===== src/rtl/mem_port_arbiter.sv =====
// mem_port_arbiter: shares one single-port memory between instruction fetch and load/store.
// Define MEM_PORT_ARB_RR_EN for round-robin tie-breaking; otherwise D has fixed priority over IF.
module mem_port_arbiter #(
    parameter int WAIT_STATES = 2
) (
    input  logic        SYS_clk,
    input  logic        SYS_reset,
    input  logic        IF_req,
    input  logic [31:0] IF_addr,
    output logic        IF_ready,
    output logic [31:0] IF_rdata,
    input  logic        D_req,
    input  logic        D_we,
    input  logic [31:0] D_addr,
    input  logic [31:0] D_wdata,
    input  logic [1:0]  D_length,
    input  logic        D_signed,
    output logic        D_ready,
    output logic [31:0] D_rdata,
    output logic        MEM_en,
    output logic        MEM_we,
    output logic [31:0] MEM_addr,
    output logic [31:0] MEM_wdata,
    output logic [1:0]  MEM_length,
    output logic        MEM_signed,
    input  logic [31:0] MEM_rdata,
    output logic [1:0]  grant
);
    typedef enum logic [1:0] {IDLE, ACCESS, DONE} state_t;

    state_t      state, state_nx;
    logic [3:0]  cnt;
    logic [31:0] addr_q, wdata_q;
    logic [1:0]  len_q;
    logic        we_q, signed_q;
    logic        take, pick_d, last_cyc;

    assign take     = IF_req | D_req;
    assign last_cyc = (state == ACCESS) && (cnt == 4'(WAIT_STATES));

`ifdef MEM_PORT_ARB_RR_EN
    // 0 = IF, 1 = D; a tie goes to whichever side was not served last
    logic last_owner;
    assign pick_d = D_req && !(IF_req && last_owner);
    always_ff @(posedge SYS_clk) begin
        if (SYS_reset)
            last_owner <= 1'b0;
        else if (state == IDLE && take)
            last_owner <= pick_d;
    end
`else
    assign pick_d = D_req;
`endif

    always_ff @(posedge SYS_clk) begin
        if (SYS_reset)
            state <= IDLE;
        else
            state <= state_nx;
    end

    always_comb begin
        state_nx   = (state == IDLE)   ? (take ? ACCESS : IDLE) :
                     (state == ACCESS) ? (last_cyc ? DONE : ACCESS) : IDLE;
        MEM_en     = (state == ACCESS);
        MEM_we     = last_cyc && we_q && (len_q != 2'b00);
        MEM_addr   = MEM_en ? addr_q : '0;
        MEM_wdata  = MEM_en ? wdata_q : '0;
        MEM_length = MEM_en ? len_q : '0;
        MEM_signed = MEM_en && signed_q;
    end

    always_ff @(posedge SYS_clk) begin
        if (SYS_reset) begin
            cnt      <= '0;
            grant    <= '0;
            IF_ready <= 1'b0;
            D_ready  <= 1'b0;
            IF_rdata <= '0;
            D_rdata  <= '0;
            addr_q   <= '0;
            wdata_q  <= '0;
            len_q    <= '0;
            we_q     <= 1'b0;
            signed_q <= 1'b0;
        end else begin
            IF_ready <= last_cyc && grant[0];
            D_ready  <= last_cyc && grant[1];
            if (state == IDLE && take) begin
                grant    <= pick_d ? 2'b10 : 2'b01;
                cnt      <= '0;
                addr_q   <= pick_d ? D_addr : {IF_addr[31:2], 2'b00};
                wdata_q  <= pick_d ? D_wdata : '0;
                len_q    <= pick_d ? D_length : 2'b11;
                we_q     <= pick_d && D_we;
                signed_q <= pick_d && D_signed;
            end
            if (state == ACCESS)
                cnt <= cnt + 4'd1;
            if (state == DONE)
                grant <= '0;
            if (last_cyc && grant[0])
                IF_rdata <= MEM_rdata;
            if (last_cyc && grant[1] && !we_q)
                D_rdata <= MEM_rdata;
        end
    end
endmodule


===== config.mk =====
export PLATFORM = sky130hd
export DESIGN_NAME = mem_port_arbiter
export DESIGN_NICKNAME = d
export VERILOG_FILES = /design/src/rtl/mem_port_arbiter.sv
export SDC_FILE = /design/constraint.sdc
export NUM_CORES = 1
export LEC_CHECK = 0
export CAP_MARGIN = 25
export CORE_MARGIN = 10
export CORE_UTILIZATION = 47
export CTS_BUF_LIST = sky130_fd_sc_hd__clkbuf_4
export DETAILED_ROUTE_END_ITERATION = 6
export GPL_TIMING_DRIVEN = 0
export HOLD_SLACK_MARGIN = 0.03
export PLACE_DENSITY_LB_ADDON = 0.05
export SKIP_CTS_REPAIR_TIMING = 1
export SYNTH_ARGS = -nofsm -noshare
export SYNTH_HDL_FRONTEND = slang
export SYNTH_SLANG_ARGS = --single-unit

===== constraint.sdc =====
create_clock -name SYS_clk -period 5.6 [get_ports SYS_clk]
set_input_delay 0.84 -clock SYS_clk [delete_from_list [all_inputs] [get_ports SYS_clk]]
set_output_delay 0.84 -clock SYS_clk [all_outputs]
set_load 0.05 [all_outputs]

* Word-level counts from Yosys, hierarchy flattened
Cells that the tools add are included.
** Cells by class
- Multiplexer cells :: 13
- Reduce and logical (&&, ||, !) cells :: 15
- Bitwise logic cells :: 1
- Eq/ne operators :: 3
- Add/subtract/negate cells :: 1
** Operators by type and width (count)
- 2-to-1 mux 32 bit :: 4
- 2-to-1 mux 2 bit :: 6
- logical AND 1 bit :: 10
- 2-to-1 mux 4 bit :: 2
- adder 4 x 1 -> 4 bit (second input constant) :: 1
- == test 4 x 2 -> 1 bit (second input constant) :: 1
- nonzero test 2 bit :: 2
- == test 2 x 1 -> 1 bit (second input constant) :: 1
- == test 2 bit (second input constant) :: 1
- logical NOT 2 bit :: 1
- OR reduction 2 bit :: 1
- logical NOT 1 bit :: 1
- 2-to-1 mux 1 bit :: 1
- bitwise OR 1 bit :: 1
** Storage, ports and cells
- Register bits after elaboration :: 142
- Output and inout port bits :: 137
- Bits of input ports :: 136
- Logic and storage cells :: 45

* Longest topological paths before layout
Gate-level depths: netlist of the first run.
- Depth in word-level cells :: 5
- Gate-level depth with buffers :: 7

* Worst setup path before layout of the first run
Ideal clock, no wire load.
- Kind :: reg-to-output
- Start :: register cnt[0]
- End :: output port MEM_we
- Data required time :: 4.760 ns
- Buffers on the path :: 1
- Setup slack :: 2.664 ns
- Arrival time :: 2.096 ns
- Stages on the path, launching flop included :: 6
- Cell sequence :: dfxtp_1 > inv_1 > ha_1 > or3b_1 > buf_6 > nor3_1
** On the way
- Longest elaborated chain between the ends :: 4
** RTL lines
- start: declaration :: RTL line 32 : logic [3:0] cnt;
- start signal: assignment :: RTL line 99 : cnt <= cnt + 4'd1;
- == test 4 x 2 -> 1 bit :: RTL line 39 : assign last_cyc = (state == ACCESS) && (cnt == 4'(WAIT_STATES));
- logical AND 1 bit :: RTL line 39
- logical AND 1 bit (2 in a row) :: RTL line 66 : MEM_we = last_cyc && we_q && (len_q != 2'b00);
- end: declaration :: RTL line 21 : output logic MEM_we,
No other way between the ends.

* Worst setup path in the final report of the first run
- Start :: register state[1]
- End :: output port MEM_addr[3]
** On the way
- Longest elaborated chain between the ends :: 2
** RTL lines
- start: declaration :: RTL line 31 : state_t state, state_nx;
- start signal: assignment :: RTL line 59 : state <= state_nx;
- == test 2 x 1 -> 1 bit :: RTL line 65 : MEM_en = (state == ACCESS);
- 2-to-1 mux 32 bit :: RTL line 67 : MEM_addr = MEM_en ? addr_q : '0;
- end: declaration :: RTL line 22 : output logic [31:0] MEM_addr,
No other way between the ends.

==> flow_metrics.py, run 1 <==
metrics = {
    "power": {
        "power.switching_uw": 646.4,
        "clkPwrFrac": 0.322,
        "power_density_nw_per_um2": 237.0,
        "power_uw": 2260,
        "internal_power_uw": 1614,
        "swShare": 0.2860,
        "combPwrFrac": 0.202,
        "p_leak_uw": 0.003641,
        "ir_drop_v": 0.0001373,
        "seqPwrFrac": 0.476,
    },
    "drt": {
        "remaining_drc_errors": 0,
        "finalWirelength_mm": 20.94,
        "dr.pass1.iters": 6,
        "viasPerCell": 5.165,
        "vias": 5991,
        "drt_iter0_drc": 247,
        "wl_per_cell_um": 18.05,
        "antenna_left": 0,
    },
    "setup_path": {
        "start_kind": "register",
        "worstSetupEndpointType": "primary output",
        "required_ps": 4760,
        "cpPeakStageDelay_ps": 850,
        "cp_common_cell": "buf_2",
        "crit_chain": "buf_2, nand2b_1, buf_2, inv_2, clkbuf_1, and2_1, clkdlybuf4s50_1",
        "path_max_fanout": 10,
        "r2r_slack_ps": 3590,
        "worst-setup-path-type": "register to primary output",
        "slowest_stage": "clkdlybuf4s50_1",
        "critPathArrivalTime_ps": 2940,
    },
    "synth": {
        "synth-simple-area-share": 0.2220,
        "synth_top_cell_area_share": 0.4496,
        "synth_top_family_by_area": "simple AND/OR/NAND/NOR gates",
        "ys_top_cells_by_area": "dfxtp_1, mux2i_1, nand2b_1, and2_1, a21oi_1",
        "synth_compound_area_frac": 0.1271,
        "synth_area_sq_um": 6322,
        "yosysUniqueCellTypes": 35,
        "synth_edf_count": 0,
        "synth_seq_cells": 142,
        "synthMuxAreaShare": 0.1506,
        "async_flop_share": 0,
        "yosys_most_used_dff": "dfxtp_1",
        "seq_area_frac_synth": 0.4496,
        "post-synth-top-count-cell": "dfxtp_1",
        "yosysTopAreaCell": "dfxtp_1",
        "syn_nets": 822,
        "synth_xor_area_frac": 0.001385,
        "synthAdderAreaFrac": 0.003958,
        "synth_area_per_cell_sq_um": 9.243,
        "synth_common_cells": "dfxtp_1, nand2b_1, mux2i_1",
        "yosysWarnings": 0,
        "synthCells": 684,
    },
    "place": {
        "dp_slack_ps": 2423,
        "placed_cells": 1128,
        "routabilityCongestion": 0.8226,
        "port_buffers": 268,
        "hpwl_mm": 16.60,
        "placed_area_sq_um": 9225,
    },
    "global_route": {
        "antenna_found_initial": 0,
        "grt_first_pass_wirelength_mm": 32.89,
        "grt_pass1_vias": 6521,
        "grt.overflow.total": 0,
        "grt_max_degree": 17,
        "grt_usage": 0.2212,
    },
    "die": {
        "rows": 42,
        "start_util": 0.4793,
        "die_h_um": 136.0,
        "boundaryPins": 273,
        "die_area_sq_um": 18490,
        "core_area_sq_um": 13190,
        "dieWidth_um": 136.0,
    },
    "timing": {
        "finalMaxSlewViolations": 0,
        "skew_ps": 21.11,
        "hold_viol_final": 0,
        "maxSlewHeadroom": 0.5123,
        "rsz0062_at_grt": "no",
        "timing.final.crit_share": 0.6755,
        "tightestPinTransition_ps": 731.5,
        "setup_slack_ps": 1817,
        "maxClockFrequency_ghz": 0.2643,
        "fin_crit_ps": 3783,
        "setup_viol": 0,
        "fin_tns_setup_ps": 0,
    },
    "clock_network": {
        "root_buffer": "clkbuf_4",
        "clkTransAtPathRegs_ps": 130,
        "clock_path_buffers": 2,
        "clock_latency_ps": 560,
        "htree_levels": 4,
        "clock_sinks": 142,
        "cts-buffers-inserted": 17,
        "cts_tree": "built",
    },
    "final_layout": {
        "seq_area_sq_um": 2843,
        "area_growth_pct": 50.88,
        "drive_gt1_frac": 0.04776,
        "layout.nets": 1109,
        "layout.cells.non_filler": 1160,
        "stdcell_area_sq_um": 9539,
        "insertedDiodeCount": 0,
        "fill_cells": 1056,
        "multi_input_area_sq_um": 3193,
    },
    "worst_hold_path": {
        "hold_path_class": "register to register",
    },
    "run": {
        "cap_violations": 0,
    },
    "run_status": {
        "status": "completed",
    },
}
[cell type report]
cell class              instances  share of cell area
inverters                       3            0.001180
clock inverters                13             0.01797
clock buffers                  19             0.01495
multi-input cells             474              0.3347
plain buffers                  65             0.02886
repair buffers                268              0.2812
flip-flops and latches        142              0.2980
well taps                     176             0.02308
[placed cells by master, fill, tap and decap left out, drive strengths merged]
master         synthesis  routed
a211oi                30      30
a21oi                 72      72
a22oi                  1       1
and2                  68      68
and3                   1       1
buf                   16      16
bufinv                 0       4
clkbuf                49      68
clkdlybuf4s50          0     268
clkinv                 0       7
clkinvlp               0       2
dfxtp                142     142
ha                     2       2
inv                    3       3
mux2                   1       1
mux2i                 94      94
nand2                  1       1
nand2b                98      98
nand3                 37      37
nand3b                 1       1
nand4                  1       1
nor2                   8       8
nor2b                  1       1
nor3                   6       6
nor3b                  3       3
nor4                   2       2
o21ai                 39      39
o22ai                  1       1
o31a                   1       1
or2                    2       2
or2b                   1       1
or3b                   1       1
or4                    1       1
xor2                   1       1
[power by group through the flow]
stage,sequential [uW],combinational (uW),clock (uW)
2_1_floorplan,1100,251,0
3_3_place_gp,1090,445,0
3_5_place_dp,1100,457,0
4_1_cts,1070,458,738
5_1_grt,1080,492,779
6_report,1080,457,728
[metrics by stage]
stage	util	hold slack, ps
6_report	0.7232	474.8
3_3_place_gp	0.6994	453.5
2_1_floorplan	-	444.7
5_1_grt	0.7232	499.6
4_1_cts	0.7232	477.6
3_5_place_dp	0.6994	461.3
[flip-flops by register name, indices dropped and copies added (netlist names), 2 cells and up]
name,cells
D_rdata,32
IF_rdata,32
addr_q,32
cnt,4
grant,2
len_q,2
state,2
wdata_q,32
[worst paths after layout]
kind	startpoint	end	cells past startpoint
min	wdata_q[6]	wdata_q[6]	2
max	state[1]	MEM_addr[3]	7
min reg2reg	wdata_q[6]	wdata_q[6]	2
max reg2reg	cnt[0]	D_rdata[16]	7
[cells by family (layout without fill, tap and decap cells)]
family,after synthesis,after routing
flip-flops,142,142
AO/OA/AOI/OAI,144,144
multiplexers,95,95
AND/OR/NAND/NOR,232,232
buffers and inverters,68,368
XOR/XNOR,1,1
adder cells (fa/ha/maj),2,2
[layer usage]
layer / routed length, um / global-route usage / vias to the layer above / share of wire
li1: - / - / 2925 / -
met1: 8182 / 0.2389 / 2813 / 0.39
met2: 10360 / 0.3836 / 221 / 0.49
met3: 1940 / 0.08413 / 32 / 0.093
met4: 451 / 0.08521 / 0 / 0.022
met5: 0 / 0 / - / 0
[worst max-delay path: cells and delay by family, from the launching register on]
kind / cells / cell delay, ps
AND/OR/NAND/NOR: 2 / 330
flip-flops: 1 / 330
buffers and inverters: 5 / 1720
Note: power is estimated with default switching activity, not from simulation.
==> run 2: changes to the inputs <==
--- a/config.mk
+++ b/config.mk
@@ -7,7 +7,7 @@
 export LEC_CHECK = 0
 export CAP_MARGIN = 25
 export CORE_MARGIN = 10
-export CORE_UTILIZATION = 47
+export CORE_UTILIZATION = 40
 export CTS_BUF_LIST = sky130_fd_sc_hd__clkbuf_4
 export DETAILED_ROUTE_END_ITERATION = 6
 export GPL_TIMING_DRIVEN = 0
==> constraint.sdc (replaced) <==
create_clock -name SYS_clk -period 3.1 [get_ports SYS_clk]
set_input_delay 0.465 -clock SYS_clk [delete_from_list [all_inputs] [get_ports SYS_clk]]
set_output_delay 0.465 -clock SYS_clk [all_outputs]
set_load 0.05 [all_outputs]
==> flow_metrics.py, run 2 (synthesized netlist as in run 1, its figures left out) <==
metrics = {
    "run_status": {
        "status": "completed",
    },
    "timing": {
        "tightestPinTransition_ps": 721.8,
        "hold_viol_final": 0,
        "timing.final.crit_share": 0.9525,
        "maxSlewHeadroom": 0.5170,
        "rsz0062_at_grt": "no",
        "skew_ps": 12.51,
        "finalMaxSlewViolations": 0,
        "setup_viol": 0,
        "fin_crit_ps": 2953,
        "setup_slack_ps": 147.1,
        "maxClockFrequency_ghz": 0.3387,
    },
    "place": {
        "hpwl_mm": 16.90,
        "port_buffers": 268,
        "dp_slack_ps": 199.1,
        "routabilityCongestion": 0.8174,
    },
    "clock_network": {
        "clkTransAtPathRegs_ps": 110,
        "clock_latency_ps": 550,
        "cts_tree": "built",
        "htree_levels": 4,
        "cts-buffers-inserted": 17,
        "clock_path_buffers": 2,
        "root_buffer": "clkbuf_4",
        "clock_sinks": 142,
    },
    "final_layout": {
        "final_cell_mix": "clkdlybuf4s50_1, dfxtp_1, nand2b_1, mux2i_1, a21oi_1",
        "post-route-util": 0.6274,
        "insertedDiodeCount": 0,
        "final_common_cell": "clkdlybuf4s50_1",
        "fill_cells": 1319,
        "drive_gt1_frac": 0.05900,
        "layout.nets": 1109,
        "area_growth_pct": 52.54,
    },
    "drt": {
        "remaining_drc_errors": 0,
        "met3WireLength_mm": 1.805,
        "vias": 5923,
        "dr.pass1.iters": 4,
        "wl_per_cell_um": 17.82,
        "viasPerCell": 4.961,
        "met2WireLength_mm": 10.38,
        "drt_iter0_drc": 236,
        "met1_length_mm": 8.631,
        "antenna_left": 0,
        "finalWirelength_mm": 21.28,
        "top_layer": "met4",
    },
    "setup_path": {
        "path_max_fanout": 10,
        "worst-setup-path-type": "register to primary output",
        "start_kind": "register",
        "critPathArrivalTime_ps": 2490,
        "required_ps": 2630,
        "worstSetupEndpointType": "primary output",
    },
    "die": {
        "start_util": 0.4113,
        "die_area_sq_um": 21230,
        "boundaryPins": 273,
        "die_h_um": 145.7,
        "core_area_sq_um": 15370,
        "rows": 45,
        "dieWidth_um": 145.7,
    },
    "run": {
        "cap_violations": 0,
    },
    "global_route": {
        "grt_pass1_vias": 6335,
        "grt.overflow.total": 0,
        "grt_max_degree": 17,
        "antenna_found_initial": 0,
        "grt_first_pass_wirelength_mm": 33.60,
        "grt_usage": 0.1947,
    },
    "power": {
        "power_density_nw_per_um2": 412.0,
        "p_leak_uw": 0.004662,
        "ir_drop_v": 0.0002159,
        "power_uw": 3973,
    },
    "worst_hold_path": {
        "hold_path_class": "input pin to register",
    },
}
[run 2: changes by cell type in the layout (fill, tap and decap cells not counted)]
cell,change
clkbuf_2,+12
dlymetal6s2s_1,+58
clkbuf_4,-1
clkbuf_1,-1
bufinv_16,-1
clkdlybuf4s50_1,-69
clkinvlp_4,+1
[run 2: path summary, 6_finish.rpt]
path	startpoint	to	slack (ps)	cells past startpoint
min reg2reg	wdata_q[19]	wdata_q[19]	480	2
max	state[1]	MEM_addr[5]	150	7
max reg2reg	cnt[0]	D_rdata[17]	1110	7
min	SYS_reset	state[1]	410	2
[run 2: through the flow]
stage                     cells  area, sq um  hold WS, ps  TNS, ps
after floorplan             684         6322        444.7        0
after global placement     1163         9269        453.2        0
after detailed placement   1163         9269        463.3        0
after CTS                  1194         9553        374.5   -19460
after global routing       1194         9644        448.4        0
final                      1194         9644        406.5        0
[run 2: cell type report]
class	count	area [sq um]	share of cell area
Timing Repair Buffer	268	2773	0.2875
Multi-Input combinational cell	474	3193	0.3311
Sequential cell	142	2843	0.2948
Clock buffer	18	135.1	0.01401
Inverter	3	11.26	0.001168
Tap cell	211	264.0	0.02737
Buffer	65	276.5	0.02867
Clock inverter	13	148.9	0.01544
[run 2: power breakdown]
| group | internal [uW] | switching (uW) | total [uW] |
|---|---|---|---|
| sequential | 1900 | 38.1 | 1940 |
| clock | 552 | 666 | 1220 |
| combinational | 355 | 458 | 813 |
| total | 2810 | 1160 | 3970 |
[run 2: per-layer routing]
layer	global-route usage	up-vias
li1	-	2923
met1	0.2191	2761
met2	0.3232	207
met3	0.08041	32
met4	0.07027	0
met5	0	-
[run 2: critical path, cell delays in order, from the launching register on]
cell            delay, ps
dfxtp_1               320
buf_2                 150
nand2b_1              140
buf_2                 170
inv_2                 210
clkbuf_1              340
and2_1                190
dlymetal6s2s_1        430
==> run 3: changes to the inputs <==
--- a/config.mk
+++ b/config.mk
@@ -13,7 +13,7 @@
 export GPL_TIMING_DRIVEN = 0
 export HOLD_SLACK_MARGIN = 0.03
 export PLACE_DENSITY_LB_ADDON = 0.05
-export SKIP_CTS_REPAIR_TIMING = 1
+export SLEW_MARGIN = 5
 export SYNTH_ARGS = -nofsm -noshare
 export SYNTH_HDL_FRONTEND = slang
 export SYNTH_SLANG_ARGS = --single-unit
==> flow_metrics.py, run 3 (synthesized netlist as in run 1, its figures left out) <==
metrics = {
    "timing": {
        "hold_slack_ps": 402.4,
        "finalMaxSlewViolations": 0,
        "timing.final.crit_share": 0.9420,
        "fin_tns_setup_ps": 0,
        "maxClockFrequency_ghz": 0.3425,
        "hold_viol_final": 0,
        "tightestPinTransition_ps": 724.0,
        "rsz0062_at_grt": "no",
        "maxSlewHeadroom": 0.5155,
        "setup_viol": 0,
        "skew_ps": 10.94,
        "fin_crit_ps": 2920,
    },
    "die": {
        "dieWidth_um": 145.7,
        "core_area_sq_um": 15370,
        "die_h_um": 145.7,
        "start_util": 0.4113,
        "boundaryPins": 273,
        "die_area_sq_um": 21230,
        "rows": 45,
    },
    "drt": {
        "antenna_left": 0,
        "remaining_drc_errors": 0,
        "wl_per_cell_um": 17.82,
        "finalWirelength_mm": 21.28,
        "dr.pass1.iters": 5,
        "viasPerCell": 4.989,
        "vias": 5957,
        "drt_iter0_drc": 254,
    },
    "final_layout": {
        "insertedDiodeCount": 0,
        "drive_gt1_frac": 0.1160,
        "layout.nets": 1109,
        "post-route-util": 0.6020,
        "final_common_cell": "clkdlybuf4s50_1",
        "fill_cells": 1381,
        "final_cell_mix": "clkdlybuf4s50_1, dfxtp_1, nand2b_1, mux2i_1, a21oi_1",
        "area_growth_pct": 46.37,
    },
    "global_route": {
        "grt.overflow.total": 0,
        "grt_max_degree": 17,
        "grt_usage": 0.1950,
        "grt_first_pass_wirelength_mm": 33.66,
        "busiest_layer": "met2",
        "met2_usage": 0.3244,
        "gr-usage-met1": 0.2191,
        "grtUsageMet3": 0.08041,
        "antenna_found_initial": 0,
        "grt_pass1_vias": 6340,
    },
    "setup_path": {
        "required_ps": 2630,
        "critPathArrivalTime_ps": 2460,
        "worstSetupEndpointType": "primary output",
        "start_kind": "register",
        "cpPeakStageDelay_ps": 380,
        "crit_chain": "buf_2, nand2b_1, buf_2, inv_2, clkbuf_1, and2_1, clkdlybuf4s15_2",
        "cp.buffers_inverters": 5,
        "slowest_stage": "clkdlybuf4s15_2",
        "rr_worst_depth": 7,
        "path_max_fanout": 10,
        "crit_family": "buffers and inverters",
        "cp.depth": 7,
        "cp_common_cell": "buf_2",
        "worst-setup-path-type": "register to primary output",
    },
    "clock_network": {
        "clock_sinks": 142,
        "postCtsSetupBuffers": 0,
        "cts_tree": "built",
        "clock_latency_ps": 550,
        "ctsHoldBuffers": 0,
        "htree_levels": 4,
        "cts-buffers-inserted": 17,
        "root_buffer": "clkbuf_4",
        "clkTransAtPathRegs_ps": 120,
        "clock_path_buffers": 2,
    },
    "worst_hold_path": {
        "holdPathStages": 2,
        "hold_path_class": "input pin to register",
    },
    "place": {
        "hpwl_mm": 16.90,
        "routabilityCongestion": 0.8174,
        "port_buffers": 268,
    },
    "run_status": {
        "status": "completed",
    },
    "power": {
        "power_uw": 3948,
        "ir_drop_v": 0.0002257,
        "p_leak_uw": 0.003706,
        "power_density_nw_per_um2": 426.6,
    },
    "run": {
        "cap_violations": 0,
    },
}
[run 3: cell count changes in the layout (fill, tap and decap cells not counted)]
| cell | previous run | this run |
|---|---|---|
| dlymetal6s2s_1 | 58 | 0 |
| clkbuf_2 | 12 | 62 |
| clkdlybuf4s15_2 | 0 | 6 |
| dlygate4sd2_1 | 0 | 2 |
[run 3: timing repair]
action | CTS | global route
gates resized for setup | 99 | 105
cloned | 0 | 0
endpoints found under the setup margin | 69 | 61
[run 3: final cells by class]
type,instances,area (sq um),share of cell area
multi-input combinational,474,3193,0.3451
sequential,142,2843,0.3072
timing repair buffer,268,2382,0.2574
buffer,65,276.5,0.02988
tap,211,264.0,0.02853
clock inverter,13,148.9,0.01609
clock buffer,18,135.1,0.01460
inverter,3,11.26,0.001217
[run 3: layer usage]
| metal | up-vias | wire (um) |
|---|---|---|
| li1 | 2925 | - |
| met5 | - | 0 |
| met2 | 223 | 10400 |
| met4 | 0 | 454 |
| met3 | 30 | 1809 |
| met1 | 2779 | 8618 |
[run 3: path summary, 6_finish.rpt]
check | startpoint | to | slack [ps]
max reg2reg | cnt[0] | D_rdata[17] | 1110
min reg2reg | wdata_q[19] | wdata_q[19] | 480
min | SYS_reset | state[1] | 400
max | state[1] | MEM_wdata[12] | 180
[run 3: metrics by stage]
| stage | setup WS, ps | instance area (sq um) | cells |
|---|---|---|---|
| 2_1_floorplan | 539.2 | 6322 | 684 |
| 3_3_place_gp | 218.5 | 9269 | 1163 |
| 3_5_place_dp | 199.1 | 9269 | 1163 |
| 4_1_cts | 0.005107 | 9504 | 1194 |
| 5_1_grt | 28.64 | 9254 | 1194 |
| 6_report | 179.9 | 9254 | 1194 |
[run 3: report_power, final]
group,switching [uW],internal [uW]
sequential,38.3,1900
clock,664,552
combinational,459,330
total,1160,2790
